## src/rtl/door_idol_tracker.sv

```systemverilog
// Door/idol object tracker: reveal, open, exit and collect sequencing for one placed object.
// Optional build macro DOOR_BLINK_EN: blink the open door every 8 frames.
module door_idol_tracker #(
    parameter int unsigned EXIT_FRAMES = 30
) (
    input  logic        clk,
    input  logic        resetN,
    input  logic        game_on,
    input  logic        startOfFrame,
    input  logic [10:0] topLeftX,
    input  logic [10:0] topLeftY,
    input  logic        bitMap_sel,
    input  logic        explosion_hit,
    input  logic        player_hit,
    input  logic [3:0]  enemies_left,
    output logic        object_visible,
    output logic        door_open,
    output logic        idol_collected,
    output logic        level_done,
    output logic [2:0]  state_dbg
);

    // state     | meaning
    // IDLE      | no level running
    // HIDDEN    | placed, waiting for an explosion to uncover it
    // REVEALED  | visible; door waits for enemies cleared, idol waits for pickup
    // OPEN      | door open, player may walk through
    // EXITING   | exit animation, counting frames
    // COLLECTED | idol taken, hidden until the level ends
    typedef enum logic [2:0] {
        IDLE      = 3'd0,
        HIDDEN    = 3'd1,
        REVEALED  = 3'd2,
        OPEN      = 3'd3,
        EXITING   = 3'd4,
        COLLECTED = 3'd5
    } state_t;

    localparam logic [5:0] EXIT_TC = 6'(EXIT_FRAMES);

    state_t      state_q, state_d;
    logic [10:0] x_q, y_q;
    logic        sel_q;
    logic [5:0]  cnt_q, cnt_d, cnt_inc;
    logic        vis_q, vis_d;
    logic        door_q, door_d;
    logic        idol_q, idol_d;
    logic        done_q, done_d;
    logic        coord_change;
    logic        exit_done;
    logic        idol_take;
    logic        open_vis;

    assign coord_change = (topLeftX != x_q) || (topLeftY != y_q) || (bitMap_sel != sel_q);
    assign cnt_inc      = cnt_q + 6'd1;

    // Coordinate copies track the inputs every cycle, so entering HIDDEN never sees a stale mismatch.
    always_ff @(posedge clk or negedge resetN) begin
        if (!resetN) begin
            state_q <= IDLE;
            cnt_q   <= '0;
            x_q     <= '0;
            y_q     <= '0;
            sel_q   <= 1'b0;
            vis_q   <= 1'b0;
            door_q  <= 1'b0;
            idol_q  <= 1'b0;
            done_q  <= 1'b0;
        end else begin
            state_q <= state_d;
            cnt_q   <= cnt_d;
            x_q     <= topLeftX;
            y_q     <= topLeftY;
            sel_q   <= bitMap_sel;
            vis_q   <= vis_d;
            door_q  <= door_d;
            idol_q  <= idol_d;
            done_q  <= done_d;
        end
    end

    always_comb begin
        state_d   = state_q;
        cnt_d     = cnt_q;
        exit_done = 1'b0;
        idol_take = 1'b0;
        if (state_q != IDLE && !game_on) begin
            state_d = IDLE;
            cnt_d   = '0;
        end else if (state_q != IDLE && coord_change) begin
            state_d = HIDDEN;
            cnt_d   = '0;
        end else begin
            case (state_q)
                IDLE: begin
                    if (game_on) begin
                        state_d = HIDDEN;
                        cnt_d   = '0;
                    end
                end
                HIDDEN: begin
                    if (explosion_hit) state_d = REVEALED;
                end
                REVEALED: begin
                    if (sel_q) begin
                        if (player_hit) begin
                            state_d   = COLLECTED;
                            idol_take = 1'b1;
                        end
                    end else if (enemies_left == 4'd0) begin
                        state_d = OPEN;
                    end
                end
                OPEN: begin
                    // Player reaching the door wins over a same-cycle enemy spawn.
                    if (player_hit) begin
                        state_d = EXITING;
                        cnt_d   = '0;
                    end else if (enemies_left != 4'd0) begin
                        state_d = REVEALED;
                    end
                end
                EXITING: begin
                    if (startOfFrame) begin
                        if (cnt_inc == EXIT_TC) begin
                            state_d   = IDLE;
                            cnt_d     = '0;
                            exit_done = 1'b1;
                        end else begin
                            cnt_d = cnt_inc;
                        end
                    end
                end
                COLLECTED: begin
                    state_d = COLLECTED;
                end
                default: begin
                    state_d = IDLE;
                    cnt_d   = '0;
                end
            endcase
        end
    end

`ifdef DOOR_BLINK_EN
    logic [2:0] blink_cnt_q, blink_cnt_d;
    logic       blink_q, blink_d;

    always_ff @(posedge clk or negedge resetN) begin
        if (!resetN) begin
            blink_cnt_q <= '0;
            blink_q     <= 1'b0;
        end else begin
            blink_cnt_q <= blink_cnt_d;
            blink_q     <= blink_d;
        end
    end

    always_comb begin
        blink_cnt_d = blink_cnt_q;
        blink_d     = blink_q;
        if (state_d == OPEN && state_q != OPEN) begin
            blink_cnt_d = '0;
            blink_d     = 1'b1;
        end else if (state_q == OPEN && startOfFrame) begin
            blink_cnt_d = blink_cnt_q + 3'd1;
            if (blink_cnt_q == 3'd7) blink_d = ~blink_q;
        end
    end

    assign open_vis = blink_d;
`else
    assign open_vis = 1'b1;
`endif

    always_comb begin
        vis_d  = 1'b0;
        door_d = 1'b0;
        idol_d = idol_take;
        done_d = exit_done;
        case (state_d)
            REVEALED: vis_d = 1'b1;
            OPEN: begin
                vis_d  = open_vis;
                door_d = 1'b1;
            end
            EXITING: vis_d = 1'b1;
            default: vis_d = 1'b0;
        endcase
    end

    assign object_visible = vis_q;
    assign door_open      = door_q;
    assign idol_collected = idol_q;
    assign level_done     = done_q;
    assign state_dbg      = state_q;

endmodule
```

## config.mk

```make
export PLATFORM = sky130hd
export DESIGN_NAME = door_idol_tracker
export DESIGN_NICKNAME = d
export VERILOG_FILES = /design/src/rtl/door_idol_tracker.sv
export SDC_FILE = /design/constraint.sdc
export NUM_CORES = 1
export LEC_CHECK = 0
export CORE_MARGIN = 2
export CORE_UTILIZATION = 44
export DETAILED_ROUTE_END_ITERATION = 16
export HOLD_SLACK_MARGIN = 0.1
export PLACE_DENSITY = 0.84
export SYNTH_ARGS = -nofsm -noshare
export SYNTH_HDL_FRONTEND = slang
export SYNTH_SLANG_ARGS = --single-unit
```

## constraint.sdc

```tcl
create_clock -name clk -period 1.7 [get_ports clk]
set_input_delay 0.34 -clock clk [delete_from_list [all_inputs] [get_ports clk]]
set_output_delay 0.34 -clock clk [all_outputs]
set_load 0.005 [all_outputs]
```

==> results of run 1 <==
what timing repair did:
action                                  4_1_cts  5_1_grt
gates resized for setup                      24       14
endpoints found under the setup margin       14       14
pin swaps                                    20       11
setup buffers                                 7        4
gates cloned                                  0        0
cell families after synthesis:
| logic type | synth area share, % |
|---|---|
| buffers and inverters | 1.098 |
| AO/OA/AOI/OAI | 12.59 |
| flip-flops | 52.71 |
| XOR/XNOR | 13.25 |
| AND/OR/NAND/NOR | 18.89 |
| adder cells (fa/ha/maj) | 1.464 |
sequential cells by signal, indices dropped and copies added, names as in the netlist:
signal and count:
sel_q 1, state_dbg 3, cnt_q 6, idol_collected 1, object_visible 1, door_open 1
x_q 11, level_done 1, y_q 11
worst paths after layout:
kind	startpoint	to	cells after the start
max in group asynchronous	resetN	state_dbg[1]	2
setup / recovery	y_q[2]	cnt_q[1]	6
hold reg to reg	cnt_q[5]	cnt_q[5]	1
hold / removal	topLeftY[10]	y_q[10]	1
setup reg to reg	y_q[2]	cnt_q[1]	6
min in group asynchronous	resetN	idol_collected	2
per-layer routing:
| metal | global-route usage, % | wire length [um] | up-vias |
|---|---|---|---|
| li1 | - | - | 653 |
| met1 | 22.41 | 1528 | 645 |
| met2 | 36.25 | 2002 | 29 |
| met3 | 3.748 | 130 | 4 |
| met4 | 4.082 | 27 | 0 |
| met5 | 0 | 0 | - |
layout make-up:
class / instances / area (um2)
Fill cell: 278 / 1167
Sequential cell: 36 / 902.1
Multi-Input combinational cell: 103 / 893.4
Timing Repair Buffer: 62 / 561.8
Clock buffer: 7 / 96.34
Tap cell: 48 / 60.06
Inverter: 2 / 7.507
critical path, cell delays in order, from the launching register on:
cell     delay [ps]
dfrtp_1         370
xor2_1          170
nor4_2          370
and4b_4         350
nand3_4         110
o31ai_4         330
a211o_1         190
cells in the mapped netlist, types with 2 or more instances:
library cell	number	share of area, %
dfrtp_1	36	53
xor2_1	16	8.2
xnor2_1	8	4.1
nand2_1	7	1.5
nor2_1	7	1.5
a21oi_1	6	1.8
o21ai_0	6	1.8
clkbuf_1	3	0.66
nor3_1	3	0.88
nor4_1	3	1.1
o2bb2ai_1	3	1.5
a211o_1	2	1.0
a31oi_1	2	0.73
and2_1	2	0.73
ha_1	2	1.5
inv_1	2	0.44
nand3_1	2	0.59
nand4_1	2	0.73
nand4b_1	2	1.0
nor2b_1	2	0.73
nor4b_1	2	1.0
nor4bb_1	2	1.2
o2111ai_1	2	1.0
o31ai_4	2	2.5
report_power, final:
part / internal (mW) / leakage [nW] / switching [mW]
logic: 0.159 / 0.600 / 0.128
registers: 0.893 / 0.444 / 0.0262
clock network: 0.360 / 0.0503 / 0.257
stage by stage:
stage          TNS (ps)  worst slack, ps  utilization (%)
6_report          -2397           -246.0            68.35
5_1_grt           -3824           -376.4            68.35
4_1_cts           -2461           -238.5            66.89
3_5_place_dp      -6925           -605.9            62.11
3_3_place_gp      -6099           -533.6            62.11
2_1_floorplan    -28.59           -14.30                -
==> reports/metrics.yaml, run 1 <==
clock_tree.buffer_depth: 2
critPathKind: "flip-flop to flip-flop"
flow.area_growth_from_synthesis_pct: 47.51
route.detailed.drc: 0
cts_inserted_buffers: 5
setup_viol_count_final: 12
globalRoute.totalOverflow: 0
tritoncts: "yes"
post_syn_instances: 144
synthesis.area_per_instance_um2: 11.87
fp.dieH_um: 66.33
clock-root-buffer: "clkbuf_8"
gp_congestion: 0.9513
r2r_slack_ps: -250
timing.final.hold_violations: 0
fin_crit_ps: 1946
post-layout-total-power_mw: 1.823
chipWidth_um: 66.33
fin_nets: 245
synth_enable_flop_cells: 0
worstPathMaxFanout: 6
number_of_core_rows: 22
core_area_um2: 3689
peakVddDrop_uv: 529.8
leading_cell_type_in_the_layout_fill_and_taps_excluded: "dfrtp_1"
die_ar_um2: 4399
final_cell_count_no_fill: 258
port-buffer-count: 39
num_antenna_cells: 0
worst-endpoint-arrival_ps: 2160
outcome: "complete, but fails checks"
drt-initial-drc-count: 80
syn-num-nets: 179
floorplan.initialDensity_pct: 46.34
yosys_register_bits: 36
async_reset_ff_share_pct: 100.0
failed_checks: "negative setup slack"
wl_per_cell_um: 14.29
post_route_cells_drive_above_1_share_pct: 25.71
rsz0062_at_grt: "yes"
finalCritPeriodShare_pct: 114.5
ys_types: 44
grt.total_usage_pct: 19.26
grt_pass1_vias: 1398
layout_common_cells: "dfrtp_1, clkdlybuf4s50_1, buf_4"
grt_pass1_wl_um: 6375
leading_register_cell_type_out_of_synthesis: "dfrtp_1"
timing.critical_path.to_type: "flip-flop"
grt_start_max_net_pins: 37
drv_cap: 0
antenna_found_initial: 0
clkSlewWorstSetupHoldPaths_ps: 60
placed_area_um2: 2291
vias_per_cell: 5.159
ctsHtreeMaxLevel: 2
headroom_to_the_max_slew_limit_pct: 70.59
floorplan.io_pins: 40
post-route-worst-setup-slack_ps: -246.0
timing.clock.skew_ps: 4.170
detail_route.wirelength_um: 3688
synth.yosys.seq_area_share_pct: 52.71
timing_max_transition_violations_final: 0
dp_cells: 245
cp-start-kind: "flip-flop"
powerDensity_nw_per_um2: 723.0
hp-class: "input pin to flip-flop"
power.leakage_nw: 1.095
maxClockFrequency_ghz: 0.5139
antenna_violating_nets_post_route: 0
tritoncts_num_sinks: 36
vias: 1331
count_of_tritonroute_iterations_in_the_first_routing_pass: 4
worst_slew_pin_slew_ps: 441.2
crit_required_ps: 1910
stdcell_area_um2: 2521
hold_buffers: 0
synthesis.area_um2: 1709
detailedPlacementHpwl_um: 2663
clkLatencyLatePin_ps: 270
synth_warnings: 0
worst_hold_slack_ps: 227.0
Power figures use the tool's default switching activity.
==> inputs of run 2 (changes only) <==
==> constraint.sdc (replaced) <==
create_clock -name clk -period 1.7 [get_ports clk]
set_input_delay 0.255 -clock clk [delete_from_list [all_inputs] [get_ports clk]]
set_output_delay 0.255 -clock clk [all_outputs]
set_load 0.005 [all_outputs]
==> run 2 against run 1 <==
Effect of this change:
- the run still ends with negative setup slack left
- cell count fell by 1.9%
- fmax rose by 4.1%
- worst hold slack got worse by 89 ps
- sequential power barely moved
- utilization fell by 2.2 points
- sequential cell count did not move
- wire length rose by 1.0%
- global-route usage rose by 0.46 points
- first-iteration DRC count fell by 28%
- clock power fell by 12%
- non-clock buffer count fell by 5
- via count rose by 1.7%
==> reports/metrics.yaml, run 2 (synthesis gave the netlist of run 1 again) <==
outcome: "complete, but fails checks"
failed_checks: "negative setup slack"
crit_path_end: "cnt_q[1]"
powerDensity_nw_per_um2: 714.0  # -1.2%
tritoncts_num_sinks: 36  # unchanged
worst_slew_pin_slew_ps: 430.3  # -10.82 ps
crit_required_ps: 1920  # about the same
final_cell_count_no_fill: 253  # -1.9%
die_ar_um2: 4399  # unchanged
hp-class: "input pin to flip-flop"
number_of_core_rows: 22  # unchanged
timing.critical_path.slowest_stage_cell: "clkdlybuf4s50_1"
vias_per_cell: 5.348  # +3.7%
cpLargestDelayFamily: "buffers and inverters"
nFillCells: 296  # +6.5%
count_of_tritonroute_iterations_in_the_first_routing_pass: 4  # unchanged
ctsHtreeMaxLevel: 2  # unchanged
layout_common_cells: "dfrtp_1, clkdlybuf4s50_1, buf_4"
reg2reg_path_depth: 6  # unchanged
core_area_um2: 3689  # unchanged
setup-tns-final_ps: -1213  # +1184 ps
finalCritPeriodShare_pct: 110.0  # -4.5 points
worst-endpoint-arrival_ps: 2090  # -70 ps
chipWidth_um: 66.33  # unchanged
globalRoute.totalOverflow: 0  # unchanged
clkLatencyLatePin_ps: 290  # +20 ps
grt_pass1_vias: 1429  # +2.2%
antenna_found_initial: 0  # unchanged
port-buffer-count: 39  # unchanged
headroom_to_the_max_slew_limit_pct: 71.31  # +0.72 points
peakVddDrop_uv: 706.1  # +33%
worstReg2RegEnd: "cnt_q[1]"
crit_buf_inv: 2  # +2
dp_cells: 244  # -0.41%
biggestRegsByFlops: "x_q: 11 flops, y_q: 11 flops, cnt_q: 6 flops"
clkSlewWorstSetupHoldPaths_ps: 60  # about the same
antenna_violating_nets_post_route: 0  # unchanged
floorplan.io_pins: 40  # unchanged
num_antenna_cells: 0  # unchanged
crit_path_cell_trace: "clkdlybuf4s50_1 -> xor2_1 -> nor4_2 -> buf_4 -> and3_4 -> nand3_4 -> o31ai_4 -> a211o_1"
timing_max_transition_violations_final: 0  # unchanged
critical_path.reg2reg.startpoint: "y_q[2]"
clock-root-buffer: "clkbuf_8"
grt_start_max_net_pins: 37  # unchanged
wl_per_cell_um: 14.73  # +3.0%
power.leakage_nw: 1.037  # -5.3%
stdcell_area_um2: 2439  # -3.3%
fin_nets: 240  # -2.0%
cts_inserted_buffers: 5  # unchanged
placed_area_um2: 2283  # -0.33%
maxClockFrequency_ghz: 0.5349  # +4.1%
critPathKind: "input pin to flip-flop"
post_route_cells_drive_above_1_share_pct: 21.95  # -3.8 points
worstPathMaxFanout: 6  # unchanged
vias: 1353  # +1.7%
fp.dieH_um: 66.33  # unchanged
post-layout-total-power_mw: 1.741  # -4.5%
cp-start-kind: "input pin"
route.detailed.drc: 0  # unchanged
rsz0062_at_grt: "yes"
timing.final.hold_violations: 0  # unchanged
detail_route.wirelength_um: 3726  # +1.0%
grt_pass1_wl_um: 6396  # +0.33%
worst_hold_slack_ps: 137.9  # -89.16 ps
flow.area_growth_from_synthesis_pct: 42.68
gp_congestion: 0.9444  # -0.73%
grt.total_usage_pct: 19.72  # +0.46 points
drv_cap: 0  # unchanged
tritoncts: "yes"
fin_crit_ps: 1870  # -76.28 ps
r2r_slack_ps: -160  # +90 ps
startpoint: "topLeftY[4]"
post-route-worst-setup-slack_ps: -169.7  # +76.28 ps
detailedPlacementHpwl_um: 2766  # +3.8%
leading_cell_type_in_the_layout_fill_and_taps_excluded: "dfrtp_1"
timing.critical_path.to_type: "flip-flop"
slowest_delay_ps: 440  # +70 ps
crit_cells: 8  # +2
timing.clock.skew_ps: 5.560  # +1.390 ps
floorplan.initialDensity_pct: 46.34  # unchanged
clock_tree.buffer_depth: 2  # unchanged
setup_viol_count_final: 11  # -1
drt-initial-drc-count: 58  # -28%
## run 2: cell types whose count changed in the layout (fill, tap and decap cells not counted), sizes merged
cell / previous run / this run
clkdlybuf4s50: 23 / 30
dlygate4sd2: 14 / 8
buf: 23 / 18
clkbuf: 7 / 6
clkinv: 0 / 1
dlymetal6s2s: 2 / 1
## run 2: power breakdown
| group | switching (mW) | leakage [nW] | internal, mW |
|---|---|---|---|
| clock network | 0.267 | 0.0410 | 0.278 |
| registers | 0.0249 | 0.446 | 0.893 |
| logic | 0.124 | 0.550 | 0.155 |
## run 2: worst min path at each step
stage          cells past startpoint  slack, ps   startpoint        to
2_1_floorplan                      0        -40       resetN  cnt_q[0]
3_3_place_gp                       1        500     cnt_q[5]  cnt_q[5]
3_5_place_dp                       1        550     cnt_q[5]  cnt_q[5]
4_1_cts                            1        230  topLeftX[5]    x_q[5]
5_1_grt                            1        130  topLeftX[8]    x_q[8]
6_report                           1        140  topLeftX[8]    x_q[8]
## run 2: through the flow
stage               setup slack [ps]  utilization (%)
floorplan                     -14.30                -
global placement              -448.8            61.91
detailed placement            -507.5            61.91
CTS                           -142.7            65.23
global route                  -286.1            66.11
finish                        -169.7            66.11
## run 2: what timing repair did
item,4_1_cts,5_1_grt
hold buffers,0,0
setup endpoints to repair,11,14
gates resized for setup,15,6
pin swaps,11,1
setup buffers,2,0
## run 2: routing by layer
layer	vias to the layer above	track usage, %	part of all wire [%]
met5	-	0	0
met2	33	36.50	55
met1	663	21.51	39
met4	0	6.122	1.6
li1	649	-	-
met3	8	5.622	4.5
## run 2: final cells by class
type / count / area (um2) / area share, %
Clock buffer: 6 / 72.57 / 2.976
Clock inverter: 1 / 5.005 / 0.2052
Inverter: 2 / 7.507 / 0.3079
Multi-Input combinational cell: 103 / 874.6 / 35.86
Sequential cell: 36 / 900.9 / 36.94
Tap cell: 48 / 60.06 / 2.463
Timing Repair Buffer: 57 / 518.0 / 21.24
==> inputs of run 3 (changes only) <==
--- a/config.mk
+++ b/config.mk
@@ -5,11 +5,12 @@
 export SDC_FILE = /design/constraint.sdc
 export NUM_CORES = 1
 export LEC_CHECK = 0
+export ABC_AREA = 1
 export CORE_MARGIN = 2
-export CORE_UTILIZATION = 44
+export CORE_UTILIZATION = 47
 export DETAILED_ROUTE_END_ITERATION = 16
 export HOLD_SLACK_MARGIN = 0.1
-export PLACE_DENSITY = 0.84
+export PLACE_DENSITY = 0.85
 export SYNTH_ARGS = -nofsm -noshare
 export SYNTH_HDL_FRONTEND = slang
 export SYNTH_SLANG_ARGS = --single-unit
==> run 3 against run 2 <==
Effect of this change:
- first-iteration DRC count increased by 130%
- die area increased by 15%
- critical endpoint is now cnt_q[3]
- fmax increased by 14%
- critical path type is now flip-flop to flip-flop
- critical path depth increased by 3
- global-route usage decreased by 0.77 points
- largest cell class is now multi-input gates
- the flow now finishes without violations
==> reports/metrics.yaml, run 3 <==
outcome: "finished clean"
vias_per_cell: 4.733  # -11%
fin_nets: 399  # +66%
biggestRegsByFlops: "x_q: 11 flops, y_q: 11 flops, cnt_q: 6 flops"
antenna_violating_nets_post_route: 0  # unchanged
synth_most_common_cell: "nand2_1"
worst_slew_pin_slew_ps: 452.6  # +22.29 ps
flow.area_growth_from_synthesis_pct: 35.79
wl_per_cell_um: 11.29  # -23%
critical_path.reg2reg.startpoint: "cnt_q[1]"
timing.clock.skew_ps: 10.10  # +4.538 ps
r2r_slack_ps: 60  # +220 ps
setup_viol_count_final: 0  # -11
headroom_to_the_max_slew_limit_pct: 69.82  # -1.5 points
synth_area_leaders: "dfrtp_1, nand2_1, inv_1, nor2_1, nand3_1"
synth.yosys.seq_area_share_pct: 42.53  # -10 points
crit_top_cell: "nand3_1"
post_route_cells_drive_above_1_share_pct: 18.13  # -3.8 points
timing.hold.worst.start: "topLeftX[7]"
timing.critical_path.slowest_stage_cell: "dfrtp_2"
cp-start-kind: "flip-flop"
gp_congestion: 0.8750  # -7.3%
post-route-util_pct: 66.06  # about the same
ys_types: 27  # -39%
netlist.top_cell.by_area: "dfrtp_1"
fp.dieH_um: 71.14  # +7.3%
finalCritPeriodShare_pct: 96.57  # -13 points
num_antenna_cells: 0  # unchanged
maxClockFrequency_ghz: 0.6091  # +14%
clockPowerShare_pct: 24.9  # -6.4 points
globalRoute.totalOverflow: 0  # unchanged
number_of_core_rows: 24  # +9.1%
async_reset_ff_share_pct: 100.0  # unchanged
rsz0062_at_grt: "yes"
critPathKind: "flip-flop to flip-flop"
grt_pass1_wl_um: 7603  # +19%
grt_pass1_vias: 1828  # +28%
synthesis.area_per_instance_um2: 6.855  # -42%
clkSlewWorstSetupHoldPaths_ps: 70  # about the same
chipWidth_um: 71.14  # +7.3%
timing.critical_path.to_type: "flip-flop"
route.detailed.drc: 0  # unchanged
leading_register_cell_type_out_of_synthesis: "dfrtp_1"
power_switching_uw: 801.1  # +93%
powerDensity_nw_per_um2: 805.3  # +13%
power.leakage_nw: 1.655  # +60%
floorplan.initialDensity_pct: 48.65  # +2.3 points
cts_inserted_buffers: 5  # unchanged
post-layout-total-power_mw: 2.316  # +33%
syn-num-nets: 344  # +92%
clkLatencyLatePin_ps: 290  # about the same
floorplan.io_pins: 40  # unchanged
port-buffer-count: 39  # unchanged
drv_cap: 0  # unchanged
clock-root-buffer: "clkbuf_8"
sequential_power_share_pct: 42.9  # -9.8 points
p_int_mw: 1.515  # +14%
core_area_um2: 4354  # +18%
synth_enable_flop_cells: 0  # unchanged
vias: 1969  # +46%
yosys_register_bits: 36  # unchanged
layout_common_cells: "nand2_1, inv_1, nor2_1"
startpoint: "cnt_q[1]"
worst-endpoint-arrival_ps: 1820  # -270 ps
timing.final.hold_violations: 0  # unchanged
drt-initial-drc-count: 135  # +130%
ctsHtreeMaxLevel: 2  # unchanged
slowest_delay_ps: 460  # +20 ps
count_of_tritonroute_iterations_in_the_first_routing_pass: 5  # +1
hp-class: "input pin to flip-flop"
crit_path_cell_trace: "ha_4 -> nand3_1 -> nand2_1 -> nand2_2 -> nand3_1 -> nor2_1 -> nor2_2 -> nand3_1 -> nor2_1 -> nand3_1 -> nand2_1"
tritoncts_num_sinks: 36  # unchanged
p_sw_share_pct: 34.59  # +11 points
yosysTopAreaCellShare_pct: 42.53  # -10 points
detailedPlacementHpwl_um: 3364  # +22%
die_ar_um2: 5060  # +15%
grt.total_usage_pct: 18.95  # -0.77 points
comb_power_share_pct: 32.2  # +16 points
grt_start_max_net_pins: 37  # unchanged
peakVddDrop_uv: 714.0  # +1.1%
clock_tree.buffer_depth: 2  # unchanged
detail_route.wirelength_um: 4695  # +26%
post_syn_instances: 309  # +110%
tritoncts: "yes"
worstPathMaxFanout: 5  # -1
fin_crit_ps: 1642  # -227.9 ps
crit_required_ps: 1880  # -40 ps
nFillCells: 354  # +20%
synth_warnings: 0  # unchanged
timing_max_transition_violations_final: 0  # unchanged
leading_cell_type_in_the_layout_fill_and_taps_excluded: "nand2_1"
synthesis.area_um2: 2118  # +24%
hold_buffers: 0  # unchanged
antenna_found_initial: 0  # unchanged
synth_commonest_cells: "nand2_1, inv_1, nor2_1"
==> run 3: cell count changes after synthesis, moves of 3 or more <==
cell and change:
nand2_1 +96, inv_1 +57, nor2_1 +41, nand3_1 +17, xor2_1 -15, inv_2 +7
nand2_2 +5, o21ai_0 -5, xnor2_1 -5, a21oi_1 -4, clkbuf_1 -3, nor4_1 -3
o2bb2ai_1 -3
==> run 3: cell families (layout without fill, tap and decap cells) <==
logic type / after synthesis / after routing / synth area share [%]
AND/OR/NAND/NOR: 194 / 194 / 41.23
adder cells (fa/ha/maj): 2 / 2 / 1.181
buffers and inverters: 67 / 122 / 11.87
AO/OA/AOI/OAI: 6 / 6 / 1.536
XOR/XNOR: 4 / 4 / 1.654
flip-flops: 36 / 36 / 42.53
==> run 3: layout make-up <==
| class | instances | area (um2) | share of cell area, % |
|---|---|---|---|
| multi-input combinational | 206 | 1067 | 37.10 |
| timing repair buffer | 48 | 511.7 | 17.79 |
| tap | 52 | 65.06 | 2.262 |
| sequential | 36 | 903.4 | 31.40 |
| clock inverter | 1 | 5.005 | 0.1740 |
| inverter | 67 | 251.5 | 8.743 |
| clock buffer | 6 | 72.57 | 2.523 |
==> run 3: worst paths after layout <==
kind,endpoint,depth (start not counted)
max in group asynchronous,cnt_q[1],2
worst max register to register,cnt_q[3],11
min in group asynchronous,state_dbg[2],2
worst min register to register,cnt_q[5],2
worst max-delay path,cnt_q[3],11
worst min-delay path,x_q[7],1
==> run 3: repair_timing <==
item / in CTS / in global routing
pin swaps: 0 / 31
setup buffers: 0 / 5
endpoints found under the setup margin: 1 / 11
resized for setup: 1 / 55
==> run 3: power groups by stage <==
stage          clock, mW  sequential, mW  combinational, mW
2_1_floorplan          0            1.00              0.432
3_3_place_gp           0            1.01              0.718
3_5_place_dp           0            1.01              0.737
4_1_cts            0.587           0.994              0.741
5_1_grt            0.631            1.01              0.837
6_report           0.577           0.993              0.746
==> run 3: worst max-delay path, delay by kind of cell, from the launching register on <==
kind,cells,cell delay (ps)
adders and majority gates,1,200
DFF,1,460
and+or+nand+nor,10,860
==> run 3: through the flow <==
stage                     std cells  hold WS (ps)  TNS [ps]  setup slack, ps  cell area (um2)
after detailed placement        404         492.6     -2551           -253.8             2604
after global placement          404         490.1     -2070           -201.6             2604
final                           416         126.1         0            58.23             2877
after floorplan                 309        -40.59         0            205.7             2118
after CTS                       411         412.3         0            1.349             2684
after global routing            416         130.4    -312.7           -74.24             2877
==> run 3: metal layers <==
metal | wire length [um] | vias up | GRT usage (%) | share of wire, %
li1 | - | 1021 | - | -
met1 | 2094 | 888 | 24.31 | 45
met2 | 2294 | 46 | 29.70 | 49
met3 | 179 | 14 | 5.556 | 3.8
met4 | 126 | 0 | 8.595 | 2.7
met5 | 0 | - | 0 | 0
